<file path="src/rtl/e_div_unit.sv">
// e_div_unit: multi-cycle integer divide/remainder unit for the E stage.
//
// Restoring division on unsigned magnitudes, one quotient bit per cycle,
// with sign fix-up applied when the result is written.
//
// Ports
//   clk_i          : clock, rising edge
//   rst_i          : synchronous active-high reset
//   E_valid_i      : E-stage instruction is a valid divide/remainder op
//   E_funct3_i     : 100 DIV, 101 DIVU, 110 REM, 111 REMU
//   E_src1_i       : dividend
//   E_src2_i       : divisor
//   E_flush_i      : E-stage bubble, kills the in-flight op
//   E_stall_req_o  : stall request to hazard control (combinational)
//   E_div_done_o   : result valid this cycle
//   E_div_result_o : registered quotient or remainder, held until next DONE
//
// Optional build macro
//   DIV_ZERO_FAST_EN : a zero divisor skips CALC and finishes one cycle
//                      after accept. When undefined, divide-by-zero runs the
//                      full XLEN+1 cycle path and yields the same result.
//
// State | meaning
// ------+--------------------------------------------------------------
// IDLE  | waiting for an op; the accept cycle is spent here
// CALC  | one restoring-division step per cycle, counter counts down
// DONE  | result register valid, done pulse; always returns to IDLE

module e_div_unit #(
  parameter int XLEN = 32
) (
  input  logic            clk_i,
  input  logic            rst_i,
  input  logic            E_valid_i,
  input  logic [2:0]      E_funct3_i,
  input  logic [XLEN-1:0] E_src1_i,
  input  logic [XLEN-1:0] E_src2_i,
  input  logic            E_flush_i,
  output logic            E_stall_req_o,
  output logic            E_div_done_o,
  output logic [XLEN-1:0] E_div_result_o
);

  localparam int CW = $clog2(XLEN + 1);

  typedef enum logic [1:0] {
    IDLE = 2'd0,
    CALC = 2'd1,
    DONE = 2'd2
  } state_t;

  state_t          state;
  logic [CW-1:0]   count;
  logic [XLEN-1:0] quo;
  logic [XLEN-1:0] rem;
  logic [XLEN-1:0] divisor;
  logic [1:0]      funct3_q;
  logic            sign1_q;
  logic            sign2_q;
  logic            div_zero_q;
  logic [XLEN-1:0] result_q;

  // Bit 2 of funct3 only distinguishes M-extension groups; E_valid_i already
  // qualifies the op as a divide.
  logic unused_funct3;
  assign unused_funct3 = E_funct3_i[2];

  logic            accept;
  logic            op_signed;
  logic            sign1;
  logic            sign2;
  logic [XLEN-1:0] mag1;
  logic [XLEN-1:0] mag2;

  assign accept    = (state == IDLE) & E_valid_i & ~E_flush_i;
  assign op_signed = ~E_funct3_i[0];
  assign sign1     = op_signed & E_src1_i[XLEN-1];
  assign sign2     = op_signed & E_src2_i[XLEN-1];
  assign mag1      = sign1 ? (~E_src1_i + 1'b1) : E_src1_i;
  assign mag2      = sign2 ? (~E_src2_i + 1'b1) : E_src2_i;

  // One restoring step. The partial remainder stays below the divisor, so
  // the borrow out of the (XLEN+1)-bit subtract decides the quotient bit.
  logic [XLEN:0]   rem_shift;
  logic [XLEN:0]   diff;
  logic            q_bit;
  logic [XLEN-1:0] rem_next;
  logic [XLEN-1:0] quo_next;

  assign rem_shift = {rem, quo[XLEN-1]};
  assign diff      = rem_shift - {1'b0, divisor};
  assign q_bit     = ~diff[XLEN];
  assign rem_next  = q_bit ? diff[XLEN-1:0] : rem_shift[XLEN-1:0];
  assign quo_next  = {quo[XLEN-2:0], q_bit};

  // Sign fix-up. A zero divisor leaves the all-ones quotient unsigned and the
  // remainder equal to |dividend| re-signed, i.e. the dividend itself.
  // Most-negative / -1 falls out naturally: magnitude 2^(XLEN-1), negated.
  logic            neg_q;
  logic            neg_r;
  logic [XLEN-1:0] q_final;
  logic [XLEN-1:0] r_final;
  logic [XLEN-1:0] res_final;

  assign neg_q     = ~funct3_q[0] & (sign1_q ^ sign2_q) & ~div_zero_q;
  assign neg_r     = ~funct3_q[0] & sign1_q;
  assign q_final   = neg_q ? (~quo_next + 1'b1) : quo_next;
  assign r_final   = neg_r ? (~rem_next + 1'b1) : rem_next;
  assign res_final = funct3_q[1] ? r_final : q_final;

`ifdef DIV_ZERO_FAST_EN
  logic            src2_zero;
  logic [XLEN-1:0] zero_result;
  assign src2_zero   = (E_src2_i == '0);
  assign zero_result = E_funct3_i[1] ? E_src1_i : '1;
`endif

  always_ff @(posedge clk_i) begin
    if (rst_i) begin
      state      <= IDLE;
      count      <= '0;
      quo        <= '0;
      rem        <= '0;
      divisor    <= '0;
      funct3_q   <= '0;
      sign1_q    <= 1'b0;
      sign2_q    <= 1'b0;
      div_zero_q <= 1'b0;
      result_q   <= '0;
    end else begin
      case (state)
        IDLE: begin
          if (accept) begin
            funct3_q   <= E_funct3_i[1:0];
            sign1_q    <= sign1;
            sign2_q    <= sign2;
            div_zero_q <= (E_src2_i == '0);
            quo        <= mag1;
            rem        <= '0;
            divisor    <= mag2;
            count      <= CW'(XLEN);
`ifdef DIV_ZERO_FAST_EN
            if (src2_zero) begin
              state    <= DONE;
              count    <= '0;
              result_q <= zero_result;
            end else begin
              state <= CALC;
            end
`else
            state <= CALC;
`endif
          end
        end
        CALC: begin
          if (E_flush_i) begin
            state <= IDLE;
            count <= '0;
          end else begin
            quo   <= quo_next;
            rem   <= rem_next;
            count <= count - 1'b1;
            if (count == CW'(1)) begin
              state    <= DONE;
              result_q <= res_final;
            end
          end
        end
        DONE:    state <= IDLE;
        default: state <= IDLE;
      endcase
    end
  end

  assign E_stall_req_o  = ~rst_i & (accept | ((state == CALC) & ~E_flush_i));
  assign E_div_done_o   = ~rst_i & (state == DONE) & ~E_flush_i;
  assign E_div_result_o = result_q;

endmodule

</file>
<file path="config.mk">
export PLATFORM = sky130hd
export DESIGN_NAME = e_div_unit
export DESIGN_NICKNAME = d
export VERILOG_FILES = /design/src/rtl/e_div_unit.sv
export SDC_FILE = /design/constraint.sdc
export NUM_CORES = 1
export LEC_CHECK = 0
export BUFFER_PORTS_ARGS = -buffer_cell sky130_fd_sc_hd__buf_2
export CORE_MARGIN = 3
export CORE_UTILIZATION = 35
export CTS_CLUSTER_DIAMETER = 200
export DETAILED_ROUTE_END_ITERATION = 8
export MAX_ROUTING_LAYER = met4
export PLACE_DENSITY = 0.6
export SLEW_MARGIN = 20
export SYNTH_ARGS = -nofsm -noshare
export SYNTH_HDL_FRONTEND = slang
export SYNTH_SLANG_ARGS = --single-unit
</file>
<file path="constraint.sdc">
create_clock -name clk_i -period 6.79 [get_ports clk_i]
set_clock_uncertainty 0.15 [all_clocks]
set_input_delay 0.679 -clock clk_i [delete_from_list [all_inputs] [get_ports clk_i]]
set_output_delay 0.679 -clock clk_i [all_outputs]
set_load 0.01 [all_outputs]
</file>
==> flow_summary.yaml, run 1 <==
status:
  outcome: "finished, final reports clean"
timing:
  setup_viol: 0
  period_share_pct: 78.56
  maxSlewHeadroom_pct: 34.10
  tns_ns: 0
  holdWs_ns: 0.3045
  maxSlewViolCount: 0
  worst_slack_ns: 1.456
  rsz0062_at_grt: "false"
  tightest_slew_ns: 0.9861
  fmax_ghz: 0.1875
  hold_viol: 0
  min_period_ns: 5.334
synth:
  syn_area_um2: 11130
  async_flop_share_pct: 0
  yosysTopAreaCellShare_pct: 25.35
  syn-instance-count: 1515
  ys_types: 85
  ys_seq_area_share_pct: 25.35
  synth_area_leaders: "dfxtp_1 (25%), nor2_1 (8.0%), a21oi_1 (6.7%)"
  ys.flop_type: "dfxtp_1"
  yosys_warnings: 0
  synth_edf_count: 0
  synth_area_leader_cell: "dfxtp_1"
  ys_seq_elements: 141
  yosysMostFrequentCell: "nor2_1"
  syn_area_per_cell_um2: 7.349
  syn-num-nets: 1625
  yosys-top-cells-count: "nor2_1 (238), a21oi_1 (150), dfxtp_1 (141), nand2_1 (112), clkbuf_1 (71)"
setup_path:
  crit_slowest_cell: "or4_1"
  crit_path_start_kind: "flip-flop"
  crit_type: "flip-flop to flip-flop"
  arrival_ns: 5.50
  path_delay_family: "simple AND/OR/NAND/NOR gates"
  critPathMaxFanout: 10
  regToRegEndpoint: "E_div_result_o[22]"
  slowest_delay_ns: 0.48
  required_ns: 6.96
  regToRegStartpoint: "rem[1]"
  path_common_cell: "ha_1"
  worst-path-buf-inv: 3
  end_kind: "flip-flop"
  path_cells: "ha_1 -> nor2b_4 -> o31a_1 -> o211ai_2 -> a21oi_2 -> or3_1 -> buf_4 -> and2_4 -> inv_2 -> o21ai_0 -> inv_1 -> ha_1 -> o2111ai_1 -> nor4_1 -> mux2i_1 -> or2_2 -> or4_1 -> o211a_1 -> a22o_1"
  ff2ff_path_depth: 19
  regToRegSetupSlack_ns: 1.46
grt:
  grt_max_degree: 68
  overflow: 0
  grt_pass1_vias: 10252
  antenna_found_initial: 0
  grt_usage_pct: 21.05
  grt_pass1_wl_mm: 55.91
hold_path:
  hold_path_depth: 2
  min_path_type: "flip-flop to flip-flop"
  holdPathEnd: "E_div_result_o[13]"
  worstHoldStart: "E_div_result_o[13]"
cells_and_area:
  layout.nets: 1665
  area_delta_synth_final_pct: 11.69
  nFillCells: 3170
  drive_gt1_share_pct: 12.32
  antenna_cells: 0
floorplanning:
  row_count: 64
  dieArea_um2: 33980
  core-area_um2: 30990
  initial_utilization_pct: 35.93
  die_w_um: 184.4
  fp.dieH_um: 184.4
  boundaryPins: 105
detailed_routing:
  drt_iter0_drc: 830
  drc: 0
  vias: 11254
  met3_length_mm: 1.676
  wl_per_cell_um: 18.14
  totalWireLength_mm: 35.60
  route.met2.wl_mm: 16.45
  via_per_inst: 5.736
  top_layer: "met4"
  firstDrtPassIters: 6
  ant_nets: 0
  drt-met1-wl_mm: 17.05
clocking:
  cts_setup_buffers: 0
  cts_hold_buf: 0
  cts_buffers: 17
  cts.sinks: 141
  path_clk_slew_ns: 0.06
  cts.htree.levels: 4
  cts_resized: 0
  clk_latency_ns: 0.43
  cts_tree: "done"
  cts_buffer_depth: 2
  root_buffer: "clkbuf_16"
placed_design:
  port_buffers: 103
  gp_routability_congestion: 0.8699
  place_ws_ns: 1.537
  hpwlAfterDp_mm: 27.39
pwr:
  p_int_uw: 1638
  netSwitchingFraction_pct: 32.27
  p_per_area_nw_per_um2: 194.5
  ir_worst_vdd_mv: 0.1593
  p_comb_share_pct: 23.3
  power_switching_uw: 780.3
  pwr-share-seq_pct: 37.0
  pwr-share-clk_pct: 39.8
  power.leakage_uw: 0.004919
flow_run:
  maxCapViolations: 0
-- worst max-delay path by stage --
stage           startpoint  cells after the start                  to  slack [ns]
6_report            rem[1]                     19  E_div_result_o[22]        1.46
5_1_grt            quo[31]                     22  E_div_result_o[22]        1.16
4_1_cts        divisor[11]                     21  E_div_result_o[22]        1.53
3_5_place_dp   divisor[11]                     21  E_div_result_o[22]        1.54
3_3_place_gp       rem[10]                     20  E_div_result_o[22]        1.67
2_1_floorplan       rem[1]                     21  E_div_result_o[22]        1.81
-- power by group through the flow --
stage / Combinational (uW) / Sequential [uW] / Clock [uW]
2_1_floorplan: 414 / 896 / 0
3_3_place_gp: 549 / 910 / 0
3_5_place_dp: 555 / 911 / 0
4_1_cts: 558 / 893 / 969
5_1_grt: 625 / 898 / 1000
6_report: 562 / 894 / 962
-- worst reg2reg max path, delay by kind of cell (launching register included) --
family	cells	cell delay (ns)
AND/OR/NAND/NOR	6	1.88
buffers and inverters	3	0.46
flip-flops	1	0.45
multiplexers	1	0.15
adder cells (fa/ha/maj)	2	0.57
AO/OA/AOI/OAI	7	1.58
-- registers in the layout, indices dropped and copies added (netlist names) --
name,count
E_div_result_o,32
funct3_q,2
count,6
sign2_q,1
rem,32
div_zero_q,1
sign1_q,1
divisor,32
state,2
quo,32
-- cell families (layout without fill, tap and decap cells) --
kind of cell / Yosys count / after routing / synth area share [%]
adders and majority gates: 39 / 39 / 4.450
xor gates and xnor gates: 121 / 121 / 9.519
muxes: 32 / 32 / 3.023
AOI/OAI and AO/OA: 472 / 472 / 28.35
and+or+nand+nor: 548 / 548 / 23.19
DFF: 141 / 141 / 25.35
buffers and inverters: 162 / 213 / 6.114
-- metrics by stage --
step | power, uW | area (um^2) | utilization, % | cells
after floorplan | 1310 | 11130 | - | 1515
after global placement | 1459 | 11850 | 38.25 | 1932
after detailed placement | 1466 | 11850 | 38.25 | 1932
after CTS | 2420 | 12430 | 40.12 | 1962
after global routing | 2526 | 12430 | 40.12 | 1962
final | 2418 | 12430 | 40.12 | 1962
-- layout make-up --
type	instances	area (um^2)	area share, %
inverters	61	229.0	1.841
clock inverters	11	145.1	1.167
multi-input cells	1212	7649	61.51
well taps	396	495.5	3.985
repair buffers	122	660.6	5.313
clock buffers	19	432.9	3.482
flip-flops and latches	141	2823	22.70
-- metal layers --
| metal | global-route usage, % | vias up |
|---|---|---|
| li1 | - | 5554 |
| met1 | 29.03 | 5355 |
| met2 | 33.64 | 313 |
| met3 | 2.250 | 32 |
| met4 | 4.082 | 0 |
| met5 | - | - |
-- cell usage in the layout, fill, tap and decap left out, types with 11 or more instances in the layout --
master and count:
nor2_1 237, a21oi_1 150, dfxtp_1 141, nand2_1 112
buf_2 102, o21ai_0 67, xor2_1 67, a211oi_1 63
inv_1 60, xnor2_1 54, ha_1 38, nor3_1 37
or3_1 30, a22oi_1 26, mux2i_1 22, nand3_1 21
o31ai_1 21, buf_4 20, nor4_1 19, clkbuf_16 17
nand4_1 16, a31oi_1 15, a21o_1 14, a311oi_1 11
Power figures use the tool's default switching activity.
==> run 2, diff against run 1 <==
- PLACE_DENSITY: 0.6 -> 0.62
- clock period: 6.79 -> 4.6 ns (I/O delays scaled with it)
==> run 2 against run 1 <==
Net effect:
- combinational power grew 64%
- first-iteration DRC count grew 16%
- register-to-register slack lost 1.3 ns
- via count grew 1.3%
- maximum frequency grew 21%
- cell area grew 5.3%
- power grew 50%
- largest cell class unchanged
- critical endpoint unchanged
- global-route usage grew 1.0 points
- non-clock buffer count grew 69
- clock power grew 43%
- sequential share of layout area shrank 1.1 points
==> flow_summary.yaml, run 2 (synthesis results as in run 1) <==
status:
  outcome: "finished, final reports clean"
clocking:
  cts_tree: "done"
  path_clk_slew_ns: 0.08
  root_buffer: "clkbuf_16"
  cts.sinks: 141
  cts_buffers: 17
  cts.htree.levels: 4
  cts_buffer_depth: 2
  clk_latency_ns: 0.45
detailed_routing:
  drc: 0
  top_layer: "met4"
  ant_nets: 0
  drt-met1-wl_mm: 17.62
  wl_per_cell_um: 18.10
  met3_length_mm: 1.701
  vias: 11405
  route.met2.wl_mm: 16.88
  via_per_inst: 5.610
  firstDrtPassIters: 5
  drt_iter0_drc: 960
  totalWireLength_mm: 36.80
setup_path:
  crit_path_start_kind: "flip-flop"
  regToRegSetupSlack_ns: 0.18
  regToRegStartpoint: "quo[31]"
  required_ns: 4.80
  arrival_ns: 4.62
  critical_path.startpoint: "quo[31]"
  critPathMaxFanout: 5
  crit_type: "flip-flop to flip-flop"
  end_kind: "flip-flop"
  ff2ff_path_depth: 20
  regToRegEndpoint: "E_div_result_o[22]"
pwr:
  power.leakage_uw: 0.005256
  p_comb_share_pct: 25.4
  pwr-share-clk_pct: 38.2
  fin_total_pwr_uw: 3618
  pwr-share-seq_pct: 36.4
  p_per_area_nw_per_um2: 276.4
  power_switching_uw: 1230
  ir_worst_vdd_mv: 0.1656
  netSwitchingFraction_pct: 34.00
  p_int_uw: 2388
cells_and_area:
  finish.utilization_pct: 42.23
  layout.nets: 1734
  drive_gt1_share_pct: 17.47
  antenna_cells: 0
  seq_area_um2: 2825
  multi_input_area_um2: 7769
  layout_commonest_cell: "nor2_1"
  area_delta_synth_final_pct: 17.55
  layout_common_cells: "nor2_1 (236), a21oi_1 (148), dfxtp_1 (139), nand2_1 (112), buf_2 (102)"
  nFillCells: 3169
timing:
  holdWs_ns: 0.1240
  period_share_pct: 96.02
  setup_viol: 0
  hold_viol: 0
  tns_ns: 0
  min_period_ns: 4.417
  worst_slack_ns: 0.1833
  tightest_slew_ns: 0.9961
  fmax_ghz: 0.2264
  maxSlewHeadroom_pct: 33.59
  maxSlewViolCount: 0
grt:
  overflow: 0
  antenna_found_initial: 0
  grt_pass1_vias: 10736
  grt_usage_pct: 22.08
  grt_max_degree: 81
  grt_pass1_wl_mm: 58.01
floorplanning:
  dieArea_um2: 33980
  core-area_um2: 30990
  row_count: 64
  boundaryPins: 105
  die_w_um: 184.4
  fp.dieH_um: 184.4
  initial_utilization_pct: 35.93
placed_design:
  place_ws_ns: 0.07108
  port_buffers: 103
  hpwlAfterDp_mm: 28.77
  gp_routability_congestion: 0.9034
hold_path:
  holdPathEnd: "funct3_q[1]"
  hold_path_depth: 3
  worstHoldStart: "E_funct3_i[1]"
  min_path_type: "input pin to flip-flop"
flow_run:
  maxCapViolations: 0
==> run 2: area by class of cell <==
| cell class | count | share of cell area (%) |
|---|---|---|
| multi-input combinational | 1212 | 59.36 |
| sequential | 141 | 21.59 |
| timing repair buffer | 191 | 9.101 |
| tap | 396 | 3.786 |
| clock buffer | 18 | 3.279 |
| inverter | 61 | 1.769 |
| clock inverter | 14 | 1.119 |
==> run 2: worst max path at each step <==
| stage | to | slack, ns |
|---|---|---|
| after floorplan | E_div_result_o[22] | 0.05 |
| after global placement | E_div_result_o[22] | 0.10 |
| after detailed placement | E_div_result_o[22] | 0.07 |
| after CTS | E_div_result_o[22] | 0.07 |
| after global routing | E_div_result_o[22] | -0.01 |
| final | E_div_result_o[22] | 0.18 |
==> run 2: per-stage QoR <==
step | std cells | cell area (um^2)
finish | 2033 | 13090
global route | 2033 | 13090
detailed placement | 1993 | 12360
CTS | 2025 | 12940
floorplan | 1515 | 11200
global placement | 1993 | 12360
==> run 2: repair_timing <==
item	4_1_cts	5_1_grt
hold buffers	0	0
resized for setup	0	20
setup buffers	0	8
setup endpoints to repair	0	9
==> run 2: worst max-delay path, cell delays in order, from the launching register on <==
cell and delay [ns]:
dfxtp_2 0.32, inv_1 0.05, ha_2 0.18, fa_2 0.23
nor2b_4 0.05, o31a_1 0.32, o211ai_2 0.28, a21oi_2 0.10
or3_4 0.34, and2_4 0.20, inv_4 0.08, o21ai_2 0.06
inv_1 0.10, ha_4 0.17, o2111ai_4 0.12, nor4_2 0.31
mux2i_1 0.13, or2_4 0.28, or4_1 0.46, o211a_1 0.22
a22o_1 0.17
==> run 2: metal layers <==
layer,vias up,track usage [%]
met3,41,3.671
met5,-,-
met4,0,5.655
met1,5396,30.05
met2,256,34.13
li1,5712,-
==> run 2: power groups by stage <==
stage          registers, uW  logic [uW]  clock network [uW]
2_1_floorplan           1320         617                   0
3_3_place_gp            1340         875                   0
3_5_place_dp            1340         885                   0
4_1_cts                 1320         889                1400
5_1_grt                 1320        1010                1460
6_report                1320         919                1380
